**src/rtl/stp_defs.sv**
```systemverilog
// Shared stopwatch definitions: run-control state encoding and counter limits.
package stp_defs;

  localparam logic [1:0] ST_IDLE  = 2'd0;
  localparam logic [1:0] ST_RUN   = 2'd1;
  localparam logic [1:0] ST_PAUSE = 2'd2;

  localparam int unsigned SEC_MAX   = 59;
  localparam int unsigned CENTI_MAX = 99;
  localparam int unsigned VAL_W     = 8;

endpackage

```
**src/rtl/stp_prescaler.sv**
```systemverilog
// Clock-enable prescaler: counts 0..DIV-1 while en, wraps, and flags the last count.
module stp_prescaler #(
  parameter int unsigned DIV   = 10,
  parameter int unsigned CNT_W = (DIV > 1) ? $clog2(DIV) : 1
) (
  input  logic clk,
  input  logic rst_n,
  input  logic en,
  input  logic clr,
  output logic tick
);

  logic [CNT_W-1:0] cnt;

  assign tick = en && (cnt == CNT_W'(DIV - 1));

  // clr dominates so a paused count can still be discarded
  always_ff @(posedge clk or negedge rst_n) begin
    if (!rst_n) begin
      cnt <= '0;
    end else if (clr) begin
      cnt <= '0;
    end else if (en) begin
      cnt <= tick ? '0 : cnt + CNT_W'(1);
    end
  end

endmodule

```
**src/rtl/stp_count_sec.sv**
```systemverilog
// Stopwatch seconds stage plus start/pause/clear run control for downstream counters.
// Optional STP_SEC_CENTI_EN: 10 ms prescaler tick and a 0-99 centiseconds counter.
module stp_count_sec
  import stp_defs::*;
#(
  parameter int unsigned TICKS_PER_SEC = 50_000_000,
  localparam int unsigned CNT_W = $clog2(TICKS_PER_SEC)
) (
  input  logic       CLK,
  input  logic       rst_n,
  input  logic       start_pause,
  input  logic       clear,
  output logic       stop,
  output logic       rst_counters,
  output logic       running,
  output logic       count_up_min,
  output logic [7:0] secs,
  output logic [7:0] centis
);

`ifdef STP_SEC_CENTI_EN
  localparam int unsigned DIV = TICKS_PER_SEC / 100;
`else
  localparam int unsigned DIV = TICKS_PER_SEC;
`endif

  logic [1:0] state;
  logic [1:0] state_nxt;
  logic       tick;
  logic       sec_step;

  always_ff @(posedge CLK or negedge rst_n) begin
    if (!rst_n) state <= ST_IDLE;
    else        state <= state_nxt;
  end

  // clear wins over start_pause; unused encoding falls back to IDLE
  always_comb begin
    state_nxt = state;
    if (clear) begin
      state_nxt = ST_IDLE;
    end else if (start_pause) begin
      case (state)
        ST_IDLE:  state_nxt = ST_RUN;
        ST_RUN:   state_nxt = ST_PAUSE;
        ST_PAUSE: state_nxt = ST_RUN;
        default:  state_nxt = ST_IDLE;
      endcase
    end
  end

  assign stop    = (state == ST_IDLE);
  assign running = (state == ST_RUN);

  stp_prescaler #(
    .DIV   (DIV),
    .CNT_W (CNT_W)
  ) u_presc (
    .clk   (CLK),
    .rst_n (rst_n),
    .en    (running),
    .clr   (clear || stop),
    .tick  (tick)
  );

`ifdef STP_SEC_CENTI_EN
  always_ff @(posedge CLK or negedge rst_n) begin
    if (!rst_n) begin
      centis <= '0;
    end else if (clear) begin
      centis <= '0;
    end else if (tick) begin
      centis <= (centis == 8'(CENTI_MAX)) ? '0 : centis + 8'd1;
    end
  end

  assign sec_step = tick && (centis == 8'(CENTI_MAX));
`else
  assign centis   = '0;
  assign sec_step = tick;
`endif

  always_ff @(posedge CLK or negedge rst_n) begin
    if (!rst_n) begin
      secs <= '0;
    end else if (clear) begin
      secs <= '0;
    end else if (sec_step) begin
      secs <= (secs == 8'(SEC_MAX)) ? '0 : secs + 8'd1;
    end
  end

  // Carry is valid in the cycle before the wrap edge so minutes step with it
  assign count_up_min = sec_step && (secs == 8'(SEC_MAX));

  always_ff @(posedge CLK or negedge rst_n) begin
    if (!rst_n) rst_counters <= 1'b0;
    else        rst_counters <= clear;
  end

endmodule

```
**config.mk**
```make
export PLATFORM = sky130hd
export DESIGN_NAME = stp_count_sec
export DESIGN_NICKNAME = d
export VERILOG_FILES = /design/src/rtl/stp_defs.sv /design/src/rtl/stp_prescaler.sv /design/src/rtl/stp_count_sec.sv
export SDC_FILE = /design/constraint.sdc
export NUM_CORES = 1
export LEC_CHECK = 0
export ABC_AREA = 1
export BUFFER_PORTS_ARGS = -buffer_cell sky130_fd_sc_hd__buf_2
export CAP_MARGIN = 25
export CORE_ASPECT_RATIO = 1.1
export CORE_UTILIZATION = 40
export DETAILED_ROUTE_END_ITERATION = 7
export GPL_TIMING_DRIVEN = 0
export PLACE_DENSITY = 0.58
export SLEW_MARGIN = 20
export SYNTH_ARGS = -nofsm -noshare
export SYNTH_HDL_FRONTEND = slang
export SYNTH_SLANG_ARGS = --single-unit
```
**constraint.sdc**
```tcl
create_clock -name CLK -period 2.2 [get_ports CLK]
set_clock_uncertainty 0.2 [all_clocks]
set_input_delay 0.44 -clock CLK [delete_from_list [all_inputs] [get_ports CLK]]
set_output_delay 0.44 -clock CLK [all_outputs]
set_load 0.03 [all_outputs]
```
==> results.yml <==
critical_path:
  cp_num_buf_inv: 1
  worst-path-stages: 6
  cp_cell_sequence: "nor2_1 -> nand2_1 -> nor2_2 -> nand2_2 -> nor4_4 -> buf_4"
  cp.arrival_ns: 1.55
  max_stage_delay_ns: 0.45
  worstPathRequired_ns: 1.56
  path_class: "flop to output pin"
  cp-end-kind: "output pin"
  r2r_cells: 11
  crit_slowest_cell: "dfrtp_2"
  start_kind: "flop"
  critical_path.top_delay_family: "simple AND/OR/NAND/NOR gates"
  worstPathMaxFanout: 5
global_routing:
  grt_pass1_vias: 2344
  grt_use_total: 0.2117
  grt_pass1_wl_mm: 11.06
  antenna_found_initial: 0
  grt_overflow: 0
  grt_max_degree: 38
sta:
  drv_slew: 0
  grt_setup_unrepaired: "yes"
  fin_crit_sh: 0.9974
  period_minus_slack_ns: 2.194
  setup_viol_count_final: 0
  final_hold_viol_count: 0
  tightest_slew_ns: 0.5018
  fmax_ghz: 0.4557
  layout_setup_ws_ns: 0.005673
  slew_headroom: 0.6655
finish:
  layout-drive-gt1-share: 0.2993
  final_nets: 428
  area_delta_synth_final_pct: 23.77
  final_cells: 501
  final_area_sq_um: 3206
  antenna_cells: 0
placed_design:
  dpl_cell_area_sq_um: 2806
  place.gp.congestion: 0.9057
  place_hpwl_mm: 4.569
  place_ws_ns: 0.001058
  placed_cells_incl_taps: 461
  port_buffers: 15
routing:
  vias: 2457
  dr.pass1.iters: 4
  met1_length_mm: 2.951
  highest_layer: "met4"
  wire_per_inst_microns: 13.56
  wl_met3_microns: 228
  drt_iter0_drc: 126
  ant_nets: 0
  dr_wl_met2_mm: 3.494
  drc_errors: 0
  viasPerCell: 4.904
  wl_mm: 6.795
floorplanning:
  initial_core_util: 0.4182
  core_area_sq_um: 6193
  die_w_microns: 78.72
  io_pins: 24
  die_h_microns: 86.40
  die_area_sq_um: 6801
  num_rows: 30
clock_network:
  cts_buffer_depth: 2
  clk_latency_ns: 0.29
  cts_root_buf: "clkbuf_8"
  cts-htree-levels: 2
  cts.sinks: 37
  cts_tree: "done"
  clkTransAtPathRegs_ns: 0.08
  cts_made_buffers: 5
yosys:
  synth_ff_type: "dfrtp_1"
  synth-edff-count: 0
  synth_area_leaders: "dfrtp_1 (36%), nand2_1 (17%), inv_1 (5.8%), nor2_1 (5.7%), o21ai_2 (5.1%)"
  yosysUniqueCellTypes: 30
  ys_seq_area_frac: 0.3575
  synth.most_common_cell: "nand2_1"
  avgSynthCellArea_sq_um: 7.214
  async_flop_share: 1.000
  ys_ff_latch: 37
  synth_top_area_frac: 0.3575
  ys_warn_count: 0
  synth_commonest_cells: "nand2_1 (118), inv_1 (40), nor2_1 (39), dfrtp_1 (37), nand4_1 (16)"
  synth_top_area_cell: "dfrtp_1"
  syn_area_sq_um: 2590
  synthCells: 359
min_path:
  hold_class: "primary input to flop"
  hold_depth: 1
power_and_ir_drop:
  peakVddDrop_mv: 0.2635
  p_leak_nw: 1.525
  powerDensity_nw_per_um2: 428.0
outcome:
  status: "complete, no violations"
job:
  cap_violations: 0
==> cells in the final DEF (no fill, tap or decap), drive strengths merged <==
cell type / count
xor2: 10
ha: 3
conb: 8
nand4: 16
dfrtp: 37
clkbuf: 7
buf: 62
nor4: 1
o21bai: 1
inv: 41
nand3: 19
nand2: 126
o22ai: 1
xnor2: 7
o21ai: 26
nor2: 51
or2: 1
dlygate4sd3: 1
nor3: 3
==> state kept, by name, summed over array words and instances, names as in the netlist <==
signal	count
u_presc.cnt	26
rst_counters	1
secs	8
state	2
==> cell families (layout without fill, tap and decap cells) <==
kind of cell,count (synthesis),in the layout,synth area share
adders and majority gates,3,3,0.01449
and+or+nand+nor,217,217,0.3850
buffers and inverters,56,111,0.1068
xor gates and xnor gates,17,17,0.05749
AOI/OAI and AO/OA,28,28,0.07730
DFF,37,37,0.3575
other,1,8,0.001448
==> final timing paths <==
check / startpoint / end / slack (ns)
max: u_presc.cnt[7] / count_up_min / 0.006
min: clear / rst_counters / 0.14
max reg2reg: secs[0] / secs[1] / 0.18
min reg2reg: secs[7] / secs[7] / 0.32
max in group asynchronous: rst_n / u_presc.cnt[7] / 0.86
min in group asynchronous: rst_n / secs[2] / 0.45
==> metal layers <==
metal,GRT usage,up-vias
li1,-,1232
met1,0.2553,1167
met2,0.3858,49
met3,0.03263,9
met4,0.06229,0
met5,0,-
==> stage by stage <==
stage	utilization	hold slack [ns]	setup TNS [ns]	total power, W
3_3_place_gp	0.4531	0.2952	0	0.0008670
4_1_cts	0.5032	0.1225	0	0.001380
5_1_grt	0.5176	0.1403	-0.07382	0.001428
3_5_place_dp	0.4531	0.3027	0	0.0008685
6_report	0.5176	0.1377	0	0.001372
2_1_floorplan	-	-0.05559	0	0.0008180
==> area by class of cell <==
type / instances / area [sq um]
fill: 621 / 2988
sequential: 37 / 933.4
clock buffer: 7 / 86.33
inverter: 41 / 153.9
timing repair buffer: 49 / 355.3
tap: 80 / 100.1
multi-input combinational: 273 / 1459
buffer: 14 / 117.6
==> worst reg2reg max path: cells and delay by family (launching register included) <==
kind	cells	cell delay, ns
buffers and inverters	5	0.71
and+or+nand+nor	5	0.42
DFF	1	0.38
adders and majority gates	1	0.22
==> report_power, final <==
group / internal [W] / leakage [nW] / switching [W]
Sequential: 0.000688 / 0.501 / 0.00000624
Combinational: 0.0000576 / 0.979 / 0.000122
Clock: 0.000249 / 0.0443 / 0.000249
==> what timing repair did <==
item,in CTS,in global routing
gates resized for setup,10,7
hold buffers,0,1
pin swaps,7,7
endpoints found under the hold margin,0,17
buffers inserted,27,6
endpoints found under the setup margin,1,8
(Power assumes the default switching activity.)
